===== config.mk =====
export PLATFORM = sky130hd
export DESIGN_NAME = obc_shift_accumulator
export DESIGN_NICKNAME = d
export VERILOG_FILES = /design/src/rtl/obc_shift_accumulator.sv
export SDC_FILE = /design/constraint.sdc
export NUM_CORES = 1
export LEC_CHECK = 0
export ABC_AREA = 0
export BUFFER_PORTS_ARGS = -buffer_cell sky130_fd_sc_hd__buf_2
export CORE_MARGIN = 3
export CORE_UTILIZATION = 53
export CTS_BUF_LIST = sky130_fd_sc_hd__clkbuf_8 sky130_fd_sc_hd__clkbuf_16
export DETAILED_ROUTE_END_ITERATION = 7
export PLACE_DENSITY = 0.83
export SYNTH_ARGS = -nofsm -noshare
export SYNTH_HDL_FRONTEND = slang
export SYNTH_SLANG_ARGS = --single-unit

===== constraint.sdc =====
create_clock -name clk -period 3.38 [get_ports clk]
set_input_delay 0 -clock clk [delete_from_list [all_inputs] [get_ports clk]]
set_output_delay 0 -clock clk [all_outputs]
set_load 0.01 [all_outputs]

===== src/rtl/obc_shift_accumulator.sv =====
// Bit-serial OBC shift-accumulate stage: sums four ROM words per bit, accumulates LSB-first, adds offset.
// Optional saturation of the final result is enabled by defining OBC_SAT_EN.
module obc_shift_accumulator #(
  parameter int          NBITS  = 16,
  parameter logic [31:0] OFFSET = 32'h0000_0000
) (
  input  logic        clk,
  input  logic        rst,
  input  logic        start,
  input  logic        bit_valid,
  input  logic [31:0] rom_out0,
  input  logic [31:0] rom_out1,
  input  logic [31:0] rom_out2,
  input  logic [31:0] rom_out3,
  output logic        busy,
  output logic [4:0]  bit_idx,
  output logic [31:0] y_out,
  output logic        y_valid
);

  typedef enum logic [1:0] {
    IDLE = 2'd0,
    RUN  = 2'd1,
    DONE = 2'd2
  } state_t;

  state_t             state_r, state_s;
  logic signed [35:0] acc_r, acc_s;
  logic signed [35:0] psum_ext_s, sum_s, fin_s;
  logic [33:0]        psum_s;
  logic [4:0]         idx_s;
  logic [31:0]        y_s;
  logic               yv_s, busy_s;

  // Narrow the 36b accumulator to the 32b Q10.21 output format.
  function automatic logic [31:0] fmt(input logic signed [35:0] v);
    logic [31:0] r;
`ifdef OBC_SAT_EN
    if (v[35:31] == {5{v[35]}}) begin
      r = v[31:0];
    end else if (v[35]) begin
      r = 32'h8000_0000;
    end else begin
      r = 32'h7FFF_FFFF;
    end
`else
    r = v[31:0];
`endif
    return r;
  endfunction

  assign psum_s = {{2{rom_out0[31]}}, rom_out0} + {{2{rom_out1[31]}}, rom_out1}
                + {{2{rom_out2[31]}}, rom_out2} + {{2{rom_out3[31]}}, rom_out3};
  assign psum_ext_s = {{2{psum_s[33]}}, psum_s};
  assign sum_s      = acc_r + psum_ext_s;
  assign fin_s      = acc_r + {{4{OFFSET[31]}}, OFFSET};

  // Next-state, accumulator and result logic.
  always_comb begin
    state_s = state_r;
    acc_s   = acc_r;
    idx_s   = bit_idx;
    y_s     = y_out;
    yv_s    = 1'b0;
    case (state_r)
      IDLE: begin
        if (start) begin
          state_s = RUN;
          acc_s   = 36'sd0;
          idx_s   = 5'd0;
        end else begin
          state_s = IDLE;
        end
      end
      RUN: begin
        if (start) begin
          acc_s = 36'sd0;
          idx_s = 5'd0;
        end else if (bit_valid) begin
          // The MSB carries negative weight in two's complement, so it is subtracted unshifted.
          if (bit_idx == 5'(NBITS - 1)) begin
            acc_s   = acc_r - psum_ext_s;
            idx_s   = 5'd0;
            state_s = DONE;
          end else begin
            acc_s = sum_s >>> 1;
            idx_s = bit_idx + 5'd1;
          end
        end else begin
          state_s = RUN;
        end
      end
      DONE: begin
        if (start) begin
          state_s = RUN;
          acc_s   = 36'sd0;
          idx_s   = 5'd0;
        end else begin
          state_s = IDLE;
          y_s     = fmt(fin_s);
          yv_s    = 1'b1;
        end
      end
      default: begin
        state_s = IDLE;
        acc_s   = 36'sd0;
        idx_s   = 5'd0;
      end
    endcase
    busy_s = (state_s == RUN);
  end

  // State and registered outputs.
  always_ff @(posedge clk or posedge rst) begin
    if (rst) begin
      state_r <= IDLE;
      acc_r   <= 36'sd0;
      bit_idx <= 5'd0;
      y_out   <= 32'h0000_0000;
      y_valid <= 1'b0;
      busy    <= 1'b0;
    end else begin
      state_r <= state_s;
      acc_r   <= acc_s;
      bit_idx <= idx_s;
      y_out   <= y_s;
      y_valid <= yv_s;
      busy    <= busy_s;
    end
  end

endmodule


==> results.yml, run 1 <==
floorplanning:
  die_area_um2: 20700
  ioPinCount: 171
  die_x_um: 144
  start_util_pct: 55.1
  rows: 49
  core_um2: 18300
  chipHeight_um: 144
detailed_routing:
  drt_pass1_iterations: 6
  viasPerCell: 6.14
  wl_met2_um: 19000
  met3_length_um: 3650
  vias: 11848
  drt-met1-wl_um: 13400
  top_layer_used: "met5"
  ant_nets: 0
  drc: 0
  drt_iter0_drc: 1319
  finalWirelength_um: 39600
  wl_per_cell_um: 20.5
clock_tree:
  cts_tree: "done"
  clkLatencyLatePin_ps: 380
  clockBufferDepth: 2
  clock_sinks: 77
  cts-root-buf: "clkbuf_16"
  path_clk_slew_ps: 70
  htree_levels: 3
  numCtsBuffers: 9
placed_design:
  dp_hpwl_um: 23700
  post_dp_cell_area_um2: 13400
  place.gp.congestion: 0.926
  port_buffers: 170
synthesis:
  synth_edf_count: 0
  seq_area_frac_synth_pct: 19.1
  synthFlopType: "dfrtp_1"
  yosysUniqueCellTypes: 66
  avgSynthCellArea_um2: 8.25
  syn-num-nets: 1533
  syn_area_um2: 10100
  synth-compound-area-share_pct: 21.1
  synth_top_family_by_area: "adder cells"
  ys_ff_latch: 77
  syn_inst: 1223
  synth-simple-area-share_pct: 12.2
  synth_mux_area_share_pct: 3.87
  synthAdderAreaFrac_pct: 27.1
  yosys.area_share.xor_xnor_pct: 7.29
  async_reset_ff_share_pct: 100
  yosysWarnings: 0
final_layout:
  nets: 2006
  multi_input_area_um2: 8360
  fin_util_pct: 82.8
  nFillCells: 916
  syn2layout_area_growth_pct: 50.3
  seqCellArea_um2: 1930
  layout-drive-gt1-share_pct: 42.8
  antenna_cells: 0
  finish.instance_area_um2: 15200
sta:
  worst_slew_margin_rel_pct: 41.2
  setup_slack_ps: -2450
  fin_crit_ps: 5830
  skew_ps: 21.5
  maxSlewViolCount: 0
  fin_crit_sh_pct: 173
  worst_pin_slew_ps: 881
  fmax_mhz: 171
  setup_violations: 31
  rsz0062_at_grt: "yes"
  hold_viol_final: 0
grt:
  first_global_vias: 11289
  gr-total-overflow: 0
  grt_use_total_pct: 30.7
  grt_start_max_net_pins: 47
  grt_pass1_wl_um: 51700
  grt_antenna_before_repair: 1
setup_path:
  path_max_fanout: 3
  r2r_cells: 15
  endpoint_kind: "flop"
  r2r_slack_ps: -280
  slowest_delay_ps: 530
  required_ps: 3660
  start_kind: "primary input"
  cp-startpoint: "rom_out1[2]"
  setup.worst_path.class: "primary input to flop"
  critPathSlowestCell: "fa_1"
  r2r-start: "acc_r[0]"
  reg2reg_to: "acc_r[34]"
  cp.arrival_ps: 6110
hold_path:
  hp-class: "primary input to flop"
  hold-path-endpoint: "state_r[0]"
  holdPathStages: 4
  min_from: "bit_valid"
power:
  peakVddDrop_uv: 704
  p_per_area_nw_per_um2: 1190
  p_leak_nw: 8.09
run_status:
  status: "finished, violations left"
  violations: "negative setup slack"
run:
  maxCapViolations: 0
through the flow:
step | worst slack [ps] | power, mW | hold WS (ps) | setup TNS (ps) | std cells
final | -2450 | 18.1 | 135 | -50080 | 1930
after global routing | -2820 | 18.9 | 182 | -57050 | 1930
after CTS | -1970 | 15.1 | 70.2 | -42820 | 1909
after detailed placement | -2520 | 12.8 | 129 | -57870 | 1872
after global placement | -2310 | 12.4 | 119 | -53940 | 1872
after floorplan | -2100 | 8.06 | 66.4 | -36430 | 1223
per-layer routing:
metal	track usage (%)	vias up
li1	-	5037
met1	33.9	5585
met2	57.6	855
met3	5.19	369
met4	13.2	2
met5	0	-
timing repair:
item | CTS | global route
hold buffers | 2 | 0
resized for setup | 105 | 137
pin swaps | 80 | 107
cloned | 0 | 0
endpoints found under the setup margin | 32 | 32
setup buffers | 19 | 30
endpoints found under the hold margin | 78 | 0
Yosys cell counts, types with 9 or more instances:
library cell / n / area share [%]
a21o_1: 27 / 2.0
a21oi_1: 106 / 5.3
a31oi_1: 10 / 0.62
and3_1: 13 / 0.81
clkbuf_1: 28 / 1.0
dfrtp_1: 77 / 19
fa_1: 67 / 13
ha_1: 111 / 14
inv_1: 215 / 8.0
mux2_2: 32 / 3.6
nand2_1: 80 / 3.0
nand2b_1: 16 / 0.99
nand3_1: 11 / 0.55
nor2_1: 77 / 2.9
nor2b_1: 13 / 0.81
nor3_1: 16 / 0.79
o211ai_1: 9 / 0.67
o21ai_0: 79 / 3.9
o21bai_1: 21 / 1.6
o31ai_1: 10 / 0.74
xnor2_1: 63 / 5.5
xor2_1: 21 / 1.8
sequential cells by signal, summed over array words and instances (netlist names):
register  flops
acc_r        36
y_valid       1
state_r       2
bit_idx       5
y_out        32
busy          1
kinds of logic (layout without fill, tap and decap cells):
kind of cell | Yosys count | count (layout)
flip-flops | 77 | 77
adder cells (fa/ha/maj) | 178 | 178
multiplexers | 35 | 35
AO/OA/AOI/OAI | 335 | 335
AND/OR/NAND/NOR | 263 | 263
buffers and inverters | 251 | 729
XOR/XNOR | 84 | 84
power by group:
part,switching (mW),internal (mW),leakage (nW)
Clock,0.494,0.585,0.149
Sequential,0.236,1.07,1.04
Combinational,8.16,7.57,6.90
how the worst max path moves through the flow:
stage,to,slack [ps]
finish,acc_r[34],-2450
global route,acc_r[34],-2820
CTS,acc_r[35],-1970
detailed placement,acc_r[34],-2520
global placement,acc_r[34],-2310
floorplan,acc_r[35],-2100
cell usage in the layout, fill, tap and decap left out, drive strengths merged, types with 9 or more instances in the layout:
master / n
a21o: 27
a21oi: 107
a31oi: 10
and3: 13
buf: 494
clkbuf: 10
dfrtp: 77
fa: 67
ha: 111
inv: 219
mux2: 32
nand2: 80
nand2b: 16
nand3: 11
nor2: 77
nor2b: 13
nor3: 16
o211ai: 9
o21ai: 83
o21bai: 21
o31ai: 10
xnor2: 63
xor2: 21
area by class of cell:
class | instances | share of cell area (%)
repair buffers | 497 | 22.8
inverters | 216 | 5.46
clock inverters | 7 | 0.528
well taps | 229 | 1.89
flip-flops and latches | 77 | 12.7
multi-input cells | 895 | 55.1
clock buffers | 9 | 1.48
worst max-delay path, delay by kind of cell:
kind	cells	cell delay [ps]
AOI/OAI and AO/OA	13	3000
xor gates and xnor gates	3	600
adders and majority gates	4	1630
buffers and inverters	4	310
and+or+nand+nor	4	550
(Power assumes the default switching activity.)
==> run 2: changes to the inputs <==
--- a/config.mk
+++ b/config.mk
@@ -5,13 +5,13 @@
 export SDC_FILE = /design/constraint.sdc
 export NUM_CORES = 1
 export LEC_CHECK = 0
-export ABC_AREA = 0
+export ABC_AREA = 1
 export BUFFER_PORTS_ARGS = -buffer_cell sky130_fd_sc_hd__buf_2
 export CORE_MARGIN = 3
-export CORE_UTILIZATION = 53
+export CORE_UTILIZATION = 38
 export CTS_BUF_LIST = sky130_fd_sc_hd__clkbuf_8 sky130_fd_sc_hd__clkbuf_16
 export DETAILED_ROUTE_END_ITERATION = 7
-export PLACE_DENSITY = 0.83
+export PLACE_DENSITY = 0.61
 export SYNTH_ARGS = -nofsm -noshare
 export SYNTH_HDL_FRONTEND = slang
 export SYNTH_SLANG_ARGS = --single-unit
==> constraint.sdc (replaced) <==
create_clock -name clk -period 7 [get_ports clk]
set_input_delay 0 -clock clk [delete_from_list [all_inputs] [get_ports clk]]
set_output_delay 0 -clock clk [all_outputs]
set_load 0.01 [all_outputs]
==> results.yml, run 2 <==
power:
  p_leak_nw: 7.33
  p_int_mw: 2.38
  p_per_area_nw_per_um2: 483
  finalPower_mw: 6.42
  p_switching_mw: 4.05
  power_frac_seq_pct: 9.6
  swShare_pct: 63.0
  clock_power_share_pct: 8.4
  combPwrFrac_pct: 82.0
  peakVddDrop_uv: 169
final_layout:
  largest-register: "acc_r"
  largest_register_ffs: 36
  seqCellArea_um2: 1930
  multi_input_area_um2: 8250
  layout-drive-gt1-share_pct: 12.0
  nets: 2281
  syn2layout_area_growth_pct: 13.2
  layout_commonest_cell: "nand2_1"
  antenna_cells: 0
  top_regs: "acc_r: 36 flops, y_out: 32 flops, bit_idx: 5 flops"
  final_cells: 2366
  layout_common_cells: "nand2_1 (413), inv_1 (360), buf_2 (170)"
  nFillCells: 3297
  finish.instance_area_um2: 13300
synthesis:
  synth.most_common_cell: "nand2_1"
  synth_commonest_cells: "nand2_1 (414), inv_1 (361), nor2_1 (159), a21oi_1 (148), nand3_1 (127)"
  yosysUniqueCellTypes: 51
  avgSynthCellArea_um2: 6.45
  synth_edf_count: 0
  syn-num-nets: 2128
  async_reset_ff_share_pct: 100
  synthTopCellsByArea: "dfrtp_1 (16%), nand2_1 (13%), ha_1 (12%), inv_1 (12%), fa_1 (11%)"
  yosysWarnings: 0
  syn_inst: 1818
  ys_ff_latch: 77
  seq_area_frac_synth_pct: 16.4
  syn_area_um2: 11700
  synthFlopType: "dfrtp_1"
  yosysTopAreaCell: "dfrtp_1"
  synth_top_cell_area_share_pct: 16.4
setup_path:
  cp.arrival_ps: 5370
  cp-startpoint: "rom_out0[1]"
  crit_path_frequent_cell: "nand2_1"
  setup.worst_path.class: "primary input to flop"
  critPathSlowestCell: "fa_1"
  reg2reg_to: "acc_r[32]"
  endpoint_kind: "flop"
  path_max_fanout: 9
  start_kind: "primary input"
  r2r_slack_ps: 3930
  crit_end: "acc_r[34]"
  required_ps: 7240
  slowest_delay_ps: 560
  r2r-start: "acc_r[0]"
  r2r_cells: 15
sta:
  hold_viol_final: 0
  hold_ws_ps: 17.7
  skew_ps: 15.0
  worst_slew_margin_rel_pct: 45.7
  rsz0062_at_grt: "no"
  fin_crit_sh_pct: 73.2
  maxSlewViolCount: 0
  setup_violations: 0
  worst_pin_slew_ps: 807
  setup_tns_ps: 0
  fin_crit_ps: 5120
  fmax_mhz: 195
placed_design:
  post_dp_cell_area_um2: 13000
  dp_cells: 2349
  port_buffers: 170
  dp_hpwl_um: 36200
  place.gp.congestion: 0.986
detailed_routing:
  finalWirelength_um: 42700
  viasPerCell: 5.17
  wl_per_cell_um: 18.1
  ant_nets: 0
  drt_pass1_iterations: 5
  vias: 12243
  drc: 0
  drt_iter0_drc: 834
floorplanning:
  ioPinCount: 171
  chipHeight_um: 182
  core_um2: 30000
  die_area_um2: 33000
  rows: 63
  die_x_um: 182
  start_util_pct: 39.1
clock_tree:
  cts_tree: "done"
  numCtsBuffers: 9
  cts_setup_buffers: 0
  htree_levels: 3
  clock_sinks: 77
  clkLatencyLatePin_ps: 350
  path_clk_slew_ps: 70
  cts-root-buf: "clkbuf_16"
  clockBufferDepth: 2
grt:
  grt_antenna_before_repair: 0
  grt_use_total_pct: 25.7
  grt_start_max_net_pins: 49
  gr-total-overflow: 0
  grt_pass1_wl_um: 67200
  first_global_vias: 12127
hold_path:
  holdPathStages: 4
  hp-class: "primary input to flop"
run_status:
  status: "finished clean"
run:
  maxCapViolations: 0
run 2: cell types whose count changed in the layout (fill, tap and decap cells not counted), moves of 18 or more:
cell | previous run | this run
nand2_1 | 76 | 413
buf_4 | 297 | 6
inv_1 | 201 | 360
nand3_1 | 11 | 127
o21ai_0 | 30 | 124
nor2_1 | 69 | 159
a21oi_1 | 71 | 147
mux2_2 | 32 | 0
xnor2_1 | 43 | 13
buf_6 | 28 | 0
o21ai_1 | 41 | 15
a21oi_2 | 31 | 10
ha_1 | 93 | 111
run 2: how the worst min path moves through the flow:
stage,start,end,slack (ps)
after floorplan,start,busy,190
after global placement,rst,acc_r[35],100
after detailed placement,rst,acc_r[35],100
after CTS,start,bit_idx[4],9
after global routing,start,bit_idx[4],40
final,start,bit_idx[4],20
run 2: metal layers:
layer	vias up	track usage, %	routed length [um]
met5	-	0	0
met2	425	42.4	19300
met1	5708	36.3	20100
met3	44	2.72	2510
li1	6066	-	-
met4	0	5.97	808
run 2: critical path, delay by kind of cell:
family                   cells  cell delay (ps)
adder cells (fa/ha/maj)      5             2110
AO/OA/AOI/OAI                5              970
buffers and inverters        7              610
AND/OR/NAND/NOR             17             1620
run 2: power by group through the flow:
stage          combinational (mW)  clock [mW]  sequential [mW]
3_5_place_dp                 5.15           0            0.621
6_report                     5.27       0.538            0.615
4_1_cts                      5.18       0.548            0.615
5_1_grt                      5.84       0.563            0.627
3_3_place_gp                 5.17           0            0.620
2_1_floorplan                3.66           0            0.597
run 2: metrics by stage:
step | utilization (%) | setup slack (ps)
2_1_floorplan | - | 2750
3_3_place_gp | 43.1 | 1630
3_5_place_dp | 43.1 | 1600
4_1_cts | 44.2 | 1970
5_1_grt | 44.2 | 1460
6_report | 44.2 | 1880
run 2: cell families (layout without fill, tap and decap cells):
kind of cell / Yosys count / after routing / share of synthesized area, %
xor gates and xnor gates: 38 / 38 / 2.84
buffers and inverters: 406 / 564 / 13.3
DFF: 77 / 77 / 16.4
and+or+nand+nor: 758 / 758 / 26.8
adders and majority gates: 178 / 178 / 23.3
AOI/OAI and AO/OA: 361 / 361 / 17.4
run 2: cell type report:
type / count / share of cell area, %
clock buffer: 9 / 1.70
clock inverter: 7 / 0.735
inverter: 371 / 10.5
multi-input combinational: 1335 / 62.1
sequential: 77 / 14.5
tap: 390 / 3.67
timing repair buffer: 177 / 6.82
run 2: repair_timing:
item,4_1_cts,5_1_grt
hold buffers,1,0
endpoints found under the setup margin,0,0
resized for setup,0,0
hold endpoints to repair,29,0
==> run 3: changes to the inputs <==
--- a/config.mk
+++ b/config.mk
@@ -5,13 +5,13 @@
 export SDC_FILE = /design/constraint.sdc
 export NUM_CORES = 1
 export LEC_CHECK = 0
-export ABC_AREA = 1
+export ABC_AREA = 0
 export BUFFER_PORTS_ARGS = -buffer_cell sky130_fd_sc_hd__buf_2
 export CORE_MARGIN = 3
 export CORE_UTILIZATION = 38
 export CTS_BUF_LIST = sky130_fd_sc_hd__clkbuf_8 sky130_fd_sc_hd__clkbuf_16
 export DETAILED_ROUTE_END_ITERATION = 7
-export PLACE_DENSITY = 0.61
+export PLACE_DENSITY = 0.62
 export SYNTH_ARGS = -nofsm -noshare
 export SYNTH_HDL_FRONTEND = slang
 export SYNTH_SLANG_ARGS = --single-unit
==> constraint.sdc (replaced) <==
create_clock -name clk -period 5.37 [get_ports clk]
set_input_delay 0 -clock clk [delete_from_list [all_inputs] [get_ports clk]]
set_output_delay 0 -clock clk [all_outputs]
set_load 0.01 [all_outputs]
==> results.yml, run 3 (synthesized netlist as in run 1, its figures left out) <==
detailed_routing:
  vias: 9713
  drt_iter0_drc: 355
  ant_nets: 0
  wl_per_cell_um: 14.6
  drc: 0
  viasPerCell: 5.00
  drt_pass1_iterations: 5
  finalWirelength_um: 28500
power:
  p_leak_nw: 7.48
  p_per_area_nw_per_um2: 644
  peakVddDrop_uv: 289
  finalPower_mw: 8.94
grt:
  gr-total-overflow: 0
  grt_antenna_before_repair: 0
  grt_use_total_pct: 19.7
  grt_pass1_wl_um: 46700
  first_global_vias: 9874
  grt_start_max_net_pins: 41
final_layout:
  top_regs: "acc_r: 36 flops, y_out: 32 flops, bit_idx: 5 flops"
  syn2layout_area_growth_pct: 37.5
  final_cells: 1943
  largest_register_ffs: 36
  layout_commonest_cell: "buf_4"
  finish.instance_area_um2: 13900
  largest-register: "acc_r"
  fin_util_pct: 53.3
  antenna_cells: 0
  layout_common_cells: "buf_4 (223), inv_1 (206), buf_2 (165)"
  layout-drive-gt1-share_pct: 34.3
  nets: 1913
clock_tree:
  clockBufferDepth: 2
  cts_tree: "done"
  clkLatencyLatePin_ps: 360
  clock_sinks: 77
  cts-root-buf: "clkbuf_16"
  htree_levels: 3
  path_clk_slew_ps: 70
  numCtsBuffers: 9
setup_path:
  setup.worst_path.class: "primary input to flop"
  start_kind: "primary input"
  required_ps: 5660
  r2r-start: "acc_r[2]"
  cp.arrival_ps: 5880
  crit_end: "acc_r[35]"
  path_max_fanout: 4
  r2r_slack_ps: 1650
  reg2reg_to: "acc_r[35]"
  r2r_cells: 13
  endpoint_kind: "flop"
  cp-startpoint: "rom_out2[1]"
sta:
  setup_slack_ps: -222
  fin_crit_ps: 5590
  worst_slew_margin_rel_pct: 20.4
  hold_ws_ps: 61.8
  worst_pin_slew_ps: 1190
  maxSlewViolCount: 0
  setup_violations: 2
  skew_ps: 13.3
  setup_tns_ps: -309
  fmax_mhz: 179
  hold_viol_final: 0
  rsz0062_at_grt: "yes"
  fin_crit_sh_pct: 104
placed_design:
  post_dp_cell_area_um2: 12900
  pre_cts_ws_ps: -840
  dp_hpwl_um: 22500
  dp_cells: 1901
  port_buffers: 170
  place.gp.congestion: 0.892
floorplanning:
  die_x_um: 169
  die_area_um2: 28500
  rows: 59
  ioPinCount: 171
  core_um2: 26100
  chipHeight_um: 169
  start_util_pct: 38.7
hold_path:
  hp-class: "primary input to flop"
run:
  maxCapViolations: 0
run_status:
  status: "finished, violations left"
  violations: "negative setup slack"
## run 3: changes by cell type in the layout (fill, tap and decap cells not counted), moves of 15 or more
cell and change:
xnor2_1 +42, a21oi_1 -62, nor2_1 -84, buf_4 +217, inv_1 -154, o21ai_0 -64, mux2_2 +32, nand2b_1 +15
nand2_1 -335, nand3_1 -117, a21o_1 +15
## run 3: layout make-up
class	instances	area [um2]
clock buffer	9	225
fill	2445	12200
sequential	77	1930
timing repair buffer	404	2680
clock inverter	7	80.1
tap	335	419
inverter	216	821
multi-input combinational	895	7730
## run 3: worst max-delay path: stages
cell and delay, ps:
buf_6 100, inv_4 40, fa_2 440, fa_1 520
inv_1 40, ha_2 190, inv_2 60, fa_2 190
and2b_1 200, o2111ai_2 220, a21boi_2 110, buf_4 150
o311ai_4 390, buf_4 200, a31oi_4 110, o21a_1 240
o21ai_0 260, a22oi_1 130, buf_4 160, ha_1 340
o21bai_1 110, a21oi_1 280, o21ai_2 100, a221o_1 370
a221o_1 340, xor2_1 170, or3_1 370, nand4_1 70
## run 3: worst min path at each step
stage	startpoint	end	slack [ps]	cells after the start
final	bit_valid	state_r[0]	60	4
after global routing	bit_valid	state_r[0]	90	4
after detailed placement	rst	y_out[3]	260	2
after CTS	bit_valid	state_r[0]	60	4
after floorplan	start	bit_idx[2]	70	1
after global placement	rst	y_out[3]	250	2
## run 3: routing by layer
| layer | wire length, um | vias to the layer above | share of wire, % | GRT usage, % |
|---|---|---|---|---|
| met2 | 14200 | 216 | 50 | 35.2 |
| met5 | 0 | - | 0 | 0 |
| met4 | 936 | 0 | 3.3 | 6.94 |
| met1 | 12300 | 4586 | 43 | 24.4 |
| met3 | 1060 | 55 | 3.7 | 2.71 |
| li1 | - | 4856 | - | - |
## run 3: power by group
part | internal, mW | switching (mW)
registers | 0.674 | 0.122
clock network | 0.367 | 0.293
logic | 3.73 | 3.75
## run 3: timing repair
action,CTS,global route
endpoints found under the setup margin,13,15
hold endpoints to repair,38,0
gates resized for setup,53,66
hold buffers,2,0
pin swaps,47,66
setup buffers,9,17
